$ cat src/rtl/rc4_engine_if.sv
// Bundle of the RC4 engine's control handshake and its three memory ports.
// master = engine side, slave = the environment that owns key, control and memories.
interface rc4_engine_if #(
    parameter int unsigned KEY_BYTES = 3,
    parameter int unsigned MSG_AW    = 5
);
    logic                   start;
    logic [8*KEY_BYTES-1:0] key;
    logic                   busy;
    logic                   done;
    logic [1:0]             phase;
    logic [7:0]             s_addr;
    logic [7:0]             s_wdata;
    logic                   s_wren;
    logic [7:0]             s_q;
    logic [MSG_AW-1:0]      m_addr;
    logic [7:0]             m_q;
    logic [MSG_AW-1:0]      d_addr;
    logic [7:0]             d_wdata;
    logic                   d_wren;

    modport master (
        input  start, key, s_q, m_q,
        output busy, done, phase, s_addr, s_wdata, s_wren, m_addr, d_addr, d_wdata, d_wren
    );

    modport slave (
        output start, key, s_q, m_q,
        input  busy, done, phase, s_addr, s_wdata, s_wren, m_addr, d_addr, d_wdata, d_wren
    );
endinterface

$ cat src/rtl/rc4_engine.sv
// RC4 engine: S-box init, key schedule and keystream decryption run as one sequenced
// operation over single-port S RAM, message ROM and result RAM (all 1-cycle read latency).
module rc4_engine #(
    parameter int unsigned KEY_BYTES = 3,
    parameter int unsigned MSG_LEN   = 32,
    parameter int unsigned MSG_AW    = 5
) (
    input  logic         i_clk,
    input  logic         i_reset,
    rc4_engine_if.master bus
);
    localparam int unsigned KIDX_W = (KEY_BYTES > 1) ? $clog2(KEY_BYTES) : 1;
    localparam logic [KIDX_W-1:0] KIDX_LAST = KIDX_W'(KEY_BYTES - 1);
    localparam logic [MSG_AW-1:0] K_LAST    = MSG_AW'(MSG_LEN - 1);

    typedef enum logic [4:0] {
        StIdle, StInit,
        StKRdi, StKWi, StKSum, StKRdj, StKWj, StKWri, StKWrj,
        StPInc, StPRdi, StPWi, StPSum, StPRdj, StPWj, StPWri, StPWrj, StPRdf, StPXor,
        StDone
    } state_e;

    state_e             r_state, w_state_next;
    logic [7:0]         r_i, w_i_next;
    logic [7:0]         r_j, w_j_next;
    logic [7:0]         r_si, w_si_next;
    logic [7:0]         r_sj, w_sj_next;
    logic [MSG_AW-1:0]  r_k, w_k_next;
    logic [KIDX_W-1:0]  r_kidx, w_kidx_next;
    logic [8*KEY_BYTES-1:0] w_key_shift;
    logic [7:0]         w_key_byte;
    logic [7:0]         w_ks_addr;

    // Key byte 0 sits in the most significant byte of the key vector.
    assign w_key_shift = bus.key >> (32'd8 * (32'(KEY_BYTES - 1) - 32'(r_kidx)));
    assign w_key_byte  = w_key_shift[7:0];
    assign w_ks_addr   = r_si + r_sj;

    always_ff @(posedge i_clk) begin
        if (i_reset) begin
            r_state <= StIdle;
            r_i     <= '0;
            r_j     <= '0;
            r_si    <= '0;
            r_sj    <= '0;
            r_k     <= '0;
            r_kidx  <= '0;
        end else begin
            r_state <= w_state_next;
            r_i     <= w_i_next;
            r_j     <= w_j_next;
            r_si    <= w_si_next;
            r_sj    <= w_sj_next;
            r_k     <= w_k_next;
            r_kidx  <= w_kidx_next;
        end
    end

    always_comb begin
        w_state_next = r_state;
        w_i_next     = r_i;
        w_j_next     = r_j;
        w_si_next    = r_si;
        w_sj_next    = r_sj;
        w_k_next     = r_k;
        w_kidx_next  = r_kidx;
        bus.s_addr   = '0;
        bus.s_wdata  = '0;
        bus.s_wren   = 1'b0;
        bus.m_addr   = '0;
        bus.d_addr   = '0;
        bus.d_wdata  = '0;
        bus.d_wren   = 1'b0;
        bus.busy     = (r_state != StIdle);
        bus.done     = (r_state == StDone);

        unique case (r_state)
            StIdle: begin
                if (bus.start) begin
                    w_state_next = StInit;
                    w_i_next     = '0;
                end
            end
            StInit: begin
                bus.s_addr  = r_i;
                bus.s_wdata = r_i;
                bus.s_wren  = 1'b1;
                w_i_next    = r_i + 8'd1;
                if (r_i == 8'hFF) begin
                    w_state_next = StKRdi;
                    w_j_next     = '0;
                    w_kidx_next  = '0;
                end
            end
            // Read addresses are held through the wait state so s_q stays valid.
            StKRdi: begin bus.s_addr = r_i; w_state_next = StKWi; end
            StKWi:  begin bus.s_addr = r_i; w_state_next = StKSum; end
            StKSum: begin
                bus.s_addr   = r_i;
                w_si_next    = bus.s_q;
                w_j_next     = r_j + bus.s_q + w_key_byte;
                w_state_next = StKRdj;
            end
            StKRdj: begin bus.s_addr = r_j; w_state_next = StKWj; end
            StKWj:  begin bus.s_addr = r_j; w_state_next = StKWri; end
            StKWri: begin
                bus.s_addr   = r_i;
                bus.s_wdata  = bus.s_q;
                bus.s_wren   = 1'b1;
                w_sj_next    = bus.s_q;
                w_state_next = StKWrj;
            end
            StKWrj: begin
                bus.s_addr   = r_j;
                bus.s_wdata  = r_si;
                bus.s_wren   = 1'b1;
                w_i_next     = r_i + 8'd1;
                w_kidx_next  = (r_kidx == KIDX_LAST) ? '0 : r_kidx + KIDX_W'(1);
                w_state_next = StKRdi;
                if (r_i == 8'hFF) begin
                    w_state_next = StPInc;
                    w_j_next     = '0;
                    w_k_next     = '0;
                end
            end
            StPInc: begin w_i_next = r_i + 8'd1; w_state_next = StPRdi; end
            StPRdi: begin bus.s_addr = r_i; w_state_next = StPWi; end
            StPWi:  begin bus.s_addr = r_i; w_state_next = StPSum; end
            StPSum: begin
                bus.s_addr   = r_i;
                w_si_next    = bus.s_q;
                w_j_next     = r_j + bus.s_q;
                w_state_next = StPRdj;
            end
            StPRdj: begin bus.s_addr = r_j; w_state_next = StPWj; end
            StPWj:  begin bus.s_addr = r_j; w_state_next = StPWri; end
            StPWri: begin
                bus.s_addr   = r_i;
                bus.s_wdata  = bus.s_q;
                bus.s_wren   = 1'b1;
                w_sj_next    = bus.s_q;
                w_state_next = StPWrj;
            end
            StPWrj: begin
                bus.s_addr   = r_j;
                bus.s_wdata  = r_si;
                bus.s_wren   = 1'b1;
                w_state_next = StPRdf;
            end
            StPRdf: begin
                bus.s_addr   = w_ks_addr;
                bus.m_addr   = r_k;
                w_state_next = StPXor;
            end
            StPXor: begin
                bus.s_addr   = w_ks_addr;
                bus.m_addr   = r_k;
                bus.d_addr   = r_k;
                bus.d_wdata  = bus.s_q ^ bus.m_q;
                bus.d_wren   = 1'b1;
                w_k_next     = r_k + MSG_AW'(1);
                w_state_next = (r_k == K_LAST) ? StDone : StPInc;
            end
            StDone:  w_state_next = StIdle;
            default: w_state_next = StIdle;
        endcase
    end

    always_comb begin
        bus.phase = 2'd3;
        unique case (r_state)
            StIdle: bus.phase = 2'd0;
            StInit: bus.phase = 2'd1;
            StKRdi, StKWi, StKSum, StKRdj, StKWj, StKWri, StKWrj: bus.phase = 2'd2;
            default: bus.phase = 2'd3;
        endcase
    end
endmodule

$ cat src/flat_wrapper.sv
// flat-port wrapper written by rule: the top's interface ports become plain ports
module rc4_engine_flat 
#(
    parameter int unsigned KEY_BYTES = 3,
    parameter int unsigned MSG_LEN   = 32,
    parameter int unsigned MSG_AW    = 5
)
  (i_clk, i_reset, bus_start, bus_key, bus_s_q, bus_m_q, bus_busy, bus_done, bus_phase, bus_s_addr, bus_s_wdata, bus_s_wren, bus_m_addr, bus_d_addr, bus_d_wdata, bus_d_wren);
  rc4_engine_if #(.KEY_BYTES(KEY_BYTES), .MSG_AW(MSG_AW)) bus_i ();
  input  logic i_clk;
  input  logic i_reset;
  input wire logic [$bits(bus_i.start)-1:0] bus_start;
  input wire logic [$bits(bus_i.key)-1:0] bus_key;
  input wire logic [$bits(bus_i.s_q)-1:0] bus_s_q;
  input wire logic [$bits(bus_i.m_q)-1:0] bus_m_q;
  output wire logic [$bits(bus_i.busy)-1:0] bus_busy;
  output wire logic [$bits(bus_i.done)-1:0] bus_done;
  output wire logic [$bits(bus_i.phase)-1:0] bus_phase;
  output wire logic [$bits(bus_i.s_addr)-1:0] bus_s_addr;
  output wire logic [$bits(bus_i.s_wdata)-1:0] bus_s_wdata;
  output wire logic [$bits(bus_i.s_wren)-1:0] bus_s_wren;
  output wire logic [$bits(bus_i.m_addr)-1:0] bus_m_addr;
  output wire logic [$bits(bus_i.d_addr)-1:0] bus_d_addr;
  output wire logic [$bits(bus_i.d_wdata)-1:0] bus_d_wdata;
  output wire logic [$bits(bus_i.d_wren)-1:0] bus_d_wren;
  assign bus_i.start = bus_start;
  assign bus_i.key = bus_key;
  assign bus_i.s_q = bus_s_q;
  assign bus_i.m_q = bus_m_q;
  assign bus_busy = bus_i.busy;
  assign bus_done = bus_i.done;
  assign bus_phase = bus_i.phase;
  assign bus_s_addr = bus_i.s_addr;
  assign bus_s_wdata = bus_i.s_wdata;
  assign bus_s_wren = bus_i.s_wren;
  assign bus_m_addr = bus_i.m_addr;
  assign bus_d_addr = bus_i.d_addr;
  assign bus_d_wdata = bus_i.d_wdata;
  assign bus_d_wren = bus_i.d_wren;
  rc4_engine #(.KEY_BYTES(KEY_BYTES), .MSG_LEN(MSG_LEN), .MSG_AW(MSG_AW)) u_core (.i_clk(i_clk), .i_reset(i_reset), .bus(bus_i));
endmodule
$ cat config.mk
export PLATFORM = sky130hd
export DESIGN_NAME = rc4_engine_flat
export DESIGN_NICKNAME = d
export VERILOG_FILES = /design/src/rtl/rc4_engine_if.sv /design/src/rtl/rc4_engine.sv /design/src/flat_wrapper.sv
export SDC_FILE = /design/constraint.sdc
export NUM_CORES = 1
export LEC_CHECK = 0
export BUFFER_PORTS_ARGS = -buffer_cell sky130_fd_sc_hd__buf_2
export CAP_MARGIN = 15
export CORE_MARGIN = 2
export CORE_UTILIZATION = 45
export CTS_BUF_LIST = sky130_fd_sc_hd__clkbuf_2
export CTS_CLUSTER_SIZE = 24
export DETAILED_ROUTE_END_ITERATION = 7
export PLACE_DENSITY_LB_ADDON = 0.05
export SLEW_MARGIN = 20
export SYNTH_ARGS = -nofsm -noshare
export SYNTH_HDL_FRONTEND = slang
export SYNTH_SLANG_ARGS = --single-unit
export TNS_END_PERCENT = 10
$ cat constraint.sdc
create_clock -name i_clk -period 4.28 [get_ports i_clk]
set_input_delay 0.428 -clock i_clk [delete_from_list [all_inputs] [get_ports i_clk]]
set_output_delay 0.428 -clock i_clk [all_outputs]
set_load 0.01 [all_outputs]
# Yosys cells after proc, flatten, opt, wreduce, memory -nomap -nowiden
# Memory sizes are Yosys's and may differ from the RTL's. A register that Yosys moved wholly into a read port is not among the register bits.
# Index checks and enable logic that the tools add are counted.
[op_classes] shift=1 n_eq_ne=26 n_reduce_logical=20 addsub=7 mux=24 n_bitwise=1
[ops] cell="$pmux 5 s19" count=1
[ops] cell="$pmux 8 s3" count=3
[ops] cell="$eq 5x4->1 const B" count=8
[ops] cell="$shr 24x32->8" count=1
[ops] cell="$mux 5" count=6
[ops] cell="$eq 5x5->1 const B" count=5
[ops] cell="$add 8x8->8" count=3
[ops] cell="$mux 8" count=3
[ops] cell="$eq 5x3->1 const B" count=4
[ops] cell="$pmux 8 s2" count=1
[ops] cell="$mux 4" count=3
[ops] cell="$eq 5x2->1 const B" count=2
[ops] cell="$pmux 5 s2" count=1
[ops] cell="$reduce_and 2->1" count=5
[ops] cell="$reduce_or 2->1" count=5
[ops] cell="$reduce_or 9->1" count=1
[ops] cell="$add 8x1->8 const B" count=1
[ops] cell="$eq 8x8->1 const B" count=1
[ops] cell="$xor 8x8->8" count=1
[ops] cell="$mux 2" count=3
[ops] cell="$ne 2x1->1 const B" count=3
[ops] cell="$reduce_bool 2->1" count=3
[ops] cell="$reduce_or 6->1" count=1
[ops] cell="$add 5x1->5 const B" count=1
[ops] cell="12 further kinds" count=13
[totals] in_bits=43 mem_count=1 wordCells=87 rom_bits=32 regBits=44 out_inout_bits=40
[memory_table] name="(no name shown)" depth=16 word_bits=2 read_ports=1 rd_ports_with_merged_regs=1 write_ports=0 line="rc4_engine.sv:171" source="unique case (r_state)"

# Longest topological paths before layout
[depth] word_depth=5 mapped_depth=16 depth_no_buf=15

# Least setup slack after synthesis
# No wires, ideal clock.
[synth_path] path_type="register to register" start="register u_core.r_kidx[0]" end="register u_core.r_j[7]" path_stages_with_launch=16 slack_ps=949 period_less_slack_ps=3331 arrival_time_ps=3199 required_ps=4148 n_path_buf=3 cell_sequence="dfxtp_1 > clkbuf_1 > inv_1 > ha_1 > buf_2 > and2_1 > clkbuf_1 > a21oi_1 > nor2_1 > ha_1 > a21oi_1 > o211ai_1 > o41ai_1 > xor2_1 > a2111oi_0 > nor3b_1"
[synth_via] elab_chain_cells=4
[synth_rtl] element="from (decl)" line="rc4_engine.sv:29" source="logic [KIDX_W-1:0] r_kidx, w_kidx_next;"
[synth_rtl] element="from (signal assigned)" line="rc4_engine.sv:55" source="r_kidx <= w_kidx_next;"
[synth_rtl] element="$sub 2x2->3" line="rc4_engine.sv:35" source="assign w_key_shift = bus.key >> (32'd8 * (32'(KEY_BYTES - 1) - 32'(r_kidx)));"
[synth_rtl] element="$shr 24x32->8" line="rc4_engine.sv:35"
[synth_rtl] element="$add 8x8->8" line="rc4_engine.sv:101" source="w_j_next = r_j + bus.s_q + w_key_byte;"
[synth_rtl] element="$pmux 8 s3" line="rc4_engine.sv:77" source="unique case (r_state)"
[synth_rtl] element="to (signal assigned)" line="rc4_engine.sv:51" source="r_j <= w_j_next;"
[synth_rtl] element="to (decl)" line="rc4_engine.sv:25" source="logic [7:0] r_j, w_j_next;"
# No other way between the ends.
# A chain may end at the register's enable or synchronous reset.

# Worst setup path after layout
# Same ends and word-level chain as after synthesis.

==> impl_metrics.ini <==
[timing]
fin_ws_ps = 606
finalHoldViolCount = 0
setup_tns_ps = 0
timing.fmax_ghz = 0.272
layout_worst_path_cycle_share = 0.858
tightest_slew_ps = 1050
slew_headroom = 0.294
whs_ps = 257
drv_slew = 0
min_period_ps = 3670
setup_viol = 0
rsz0062_at_grt = no
fin_skew_ps = 17.6

[synthesis]
synth.mux.area_fraction = 0.0353
synthSimpleGateAreaFrac = 0.250
ys_types = 57
synth_seq_cells = 46
synth_top_family_by_area = simple AND/OR/NAND/NOR gates
syn-cell-area_mm2 = 0.00361
async_flop_share = 0
ys.flop_type = dfxtp_1
synth_xor_area_frac = 0.0752
postSynthCellCount = 482
ys_warn_count = 0
syn_area_per_cell_um2 = 7.49
synth_compound_area_frac = 0.226
synth_edf_count = 0
synthAdderAreaFrac = 0.110
yosysSeqAreaShare = 0.255
syn_nets = 555

[power_and_ir_drop]
power_uw = 941
sw_frac_of_total = 0.353
clkPwrFrac = 0.194
switchingPower_uw = 332
p_per_area_mw_per_mm2 = 230
seqPwrFrac = 0.501
p_int_uw = 609
ir_worst_vdd_v = 0.000104
p_comb_frac = 0.305
p_leak_nw = 1.81

[worst_setup_path]
cp-start-kind = flop
rr_worst_depth = 12
cp_top_family = compound AO/OA/AOI/OAI gates
critPathMaxFanout = 13
path_depth = 12
path_buf_inv = 1
endpoint_kind = flop
required_ps = 4600
max_stage_delay_ps = 600
crit_chain = inv_1 > ha_1 > and2_1 > a21oi_1 > nor2_1 > ha_1 > a21oi_1 > o211ai_1 > o41ai_1 > xor2_1 > a2111oi_0 > nor3b_1
cp_data_arrival_time_ps = 3990
slowest_stage = dfxtp_1
crit_type = flop to flop

[clocking]
clock-root-buffer = clkbuf_2
cts_made_buffers = 5
clock-sinks = 46
cts_resized = 0
cts_setup_buffers = 0
path_clk_slew_ps = 240
cts_tree = yes
clk_latency_ps = 420
htreeDepth = 2
hold_buffers = 0
cts_buffer_depth = 2

[die]
die_w_um = 93.6
num_rows = 32
ioPinCount = 83
dieArea_mm2 = 0.00876
initial_utilization = 0.465
fp.dieH_um = 93.6
coreArea_mm2 = 0.00777

[global_route]
globalRouteTotalUtil = 0.222
grt_pass1_vias = 3218
overflow = 0
grt_max_degree = 39
grt_pass1_wl_um = 15700
grt_use_met1 = 0.311
use_met3 = 0.0258
grt.busiest_layer = met2
met2_usage = 0.369
antenna_found_initial = 0

[routing]
wl_um = 9660
vias = 3609
viasPerCell = 5.56
firstDrtPassIters = 5
routedWlPerCell_um = 14.9
drc_errors = 0
antenna_left = 0
drt_iter0_drc = 221

[placed_design]
portBuffers = 82
dp_hpwl_um = 7490
preCtsSetupSlack_ps = 571
post_dp_cell_area_mm2 = 0.00404
place_congestion = 0.893
dp_cells = 641

[finish]
layout.nets = 619
final_cell_mix = buf_2 (82), nor2_1 (66), nand2_1 (58)
mostFrequentLayoutCell = buf_2
syn_to_final_growth_pct = 13.1
drive_gt1_frac = 0.188
fin_util = 0.526
diodes = 0
fin_cells = 649
stdcell_area_mm2 = 0.00408

[min_path]
hold_path_class = input pin to flop
holdPathStages = 3

[job]
maxCapViolCount = 0

[run_status]
status = complete, no violations
==> kinds of logic after synthesis <==
kind of cell / Yosys count
simple gates: 193
mux: 12
xor+xnor: 31
fa+ha+maj: 30
compound gates: 127
buf+inv: 43
flops: 46
==> power groups by stage <==
stage	combinational [mW]	sequential, mW	clock [mW]
global placement	0.281	0.479	0
finish	0.287	0.471	0.183
CTS	0.286	0.470	0.190
floorplan	0.226	0.460	0
global route	0.320	0.475	0.204
detailed placement	0.285	0.479	0
==> synth_stat cells, drive strengths merged (2+ instances only) <==
| cell | number | area, um^2 |
|---|---|---|
| a22oi | 24 | 180 |
| a21o | 3 | 22.5 |
| nand3 | 8 | 40.0 |
| and2 | 13 | 81.3 |
| a211oi | 7 | 52.6 |
| nand2b | 3 | 18.8 |
| xor2 | 9 | 78.8 |
| ha | 27 | 338 |
| a21oi | 48 | 240 |
| nand4 | 3 | 18.8 |
| inv | 16 | 60.1 |
| xnor2 | 22 | 193 |
| o21ai | 20 | 111 |
| and3 | 3 | 18.8 |
| or2 | 7 | 43.8 |
| nand3b | 2 | 15.0 |
| o21a | 4 | 30.0 |
| o31ai | 2 | 15.0 |
| dfxtp | 46 | 921 |
| clkbuf | 18 | 67.6 |
| fa | 3 | 60.1 |
| mux2 | 3 | 37.5 |
| nand2 | 58 | 218 |
| a2111oi | 2 | 17.5 |
| o211ai | 3 | 22.5 |
| nor2b | 3 | 18.8 |
| nor3b | 3 | 22.5 |
| mux2i | 9 | 90.1 |
| or3 | 8 | 50.1 |
| a222oi | 2 | 20.0 |
| o41ai | 2 | 17.5 |
| nor2 | 66 | 248 |
| buf | 8 | 45.0 |
| nor3 | 11 | 65.1 |
==> worst register-to-register path, delay by kind of cell, from the launching register on <==
kind,cells,cell delay [ps]
adder cells (fa/ha/maj),2,820
XOR/XNOR,1,150
flip-flops,1,600
buffers and inverters,1,110
AO/OA/AOI/OAI,5,1320
AND/OR/NAND/NOR,3,590
==> area by class of cell <==
| type | instances | area (um^2) |
|---|---|---|
| inverters | 17 | 63.8 |
| clock inverters | 2 | 8.76 |
| fillers | 784 | 3680 |
| clock buffers | 6 | 30.0 |
| flip-flops and latches | 46 | 921 |
| multi-input cells | 393 | 2510 |
| well taps | 102 | 128 |
| repair buffers | 83 | 418 |
==> per-layer routing <==
metal	up-vias	part of all wire
met2	108	0.46
met1	1668	0.48
met3	8	0.049
met5	-	0
met4	0	0.0096
li1	1825	-
==> path summary, 6_finish.rpt <==
check | start | endpoint | slack, ps
min reg2reg | u_core.r_sj[5]$_SDFFE_PP0N_ | u_core.r_sj[5]$_SDFFE_PP0N_ | 480
max reg2reg | u_core.r_kidx[0]$_SDFFE_PP0P_ | u_core.r_j[7]$_SDFFE_PP0P_ | 610
min | bus_s_q[0] | u_core.r_si[0]$_SDFFE_PP0P_ | 260
max | u_core.r_kidx[0]$_SDFFE_PP0P_ | u_core.r_j[7]$_SDFFE_PP0P_ | 610
==> sequential cells by signal, indices dropped and copies added (netlist names), named ones only <==
signal,cells
u_core.r_sj,8
u_core.r_i,8
u_core.r_state,5
u_core.r_k,5
u_core.r_j,8
u_core.r_si,8
u_core.r_kidx,2
(Power assumes the default switching activity.)
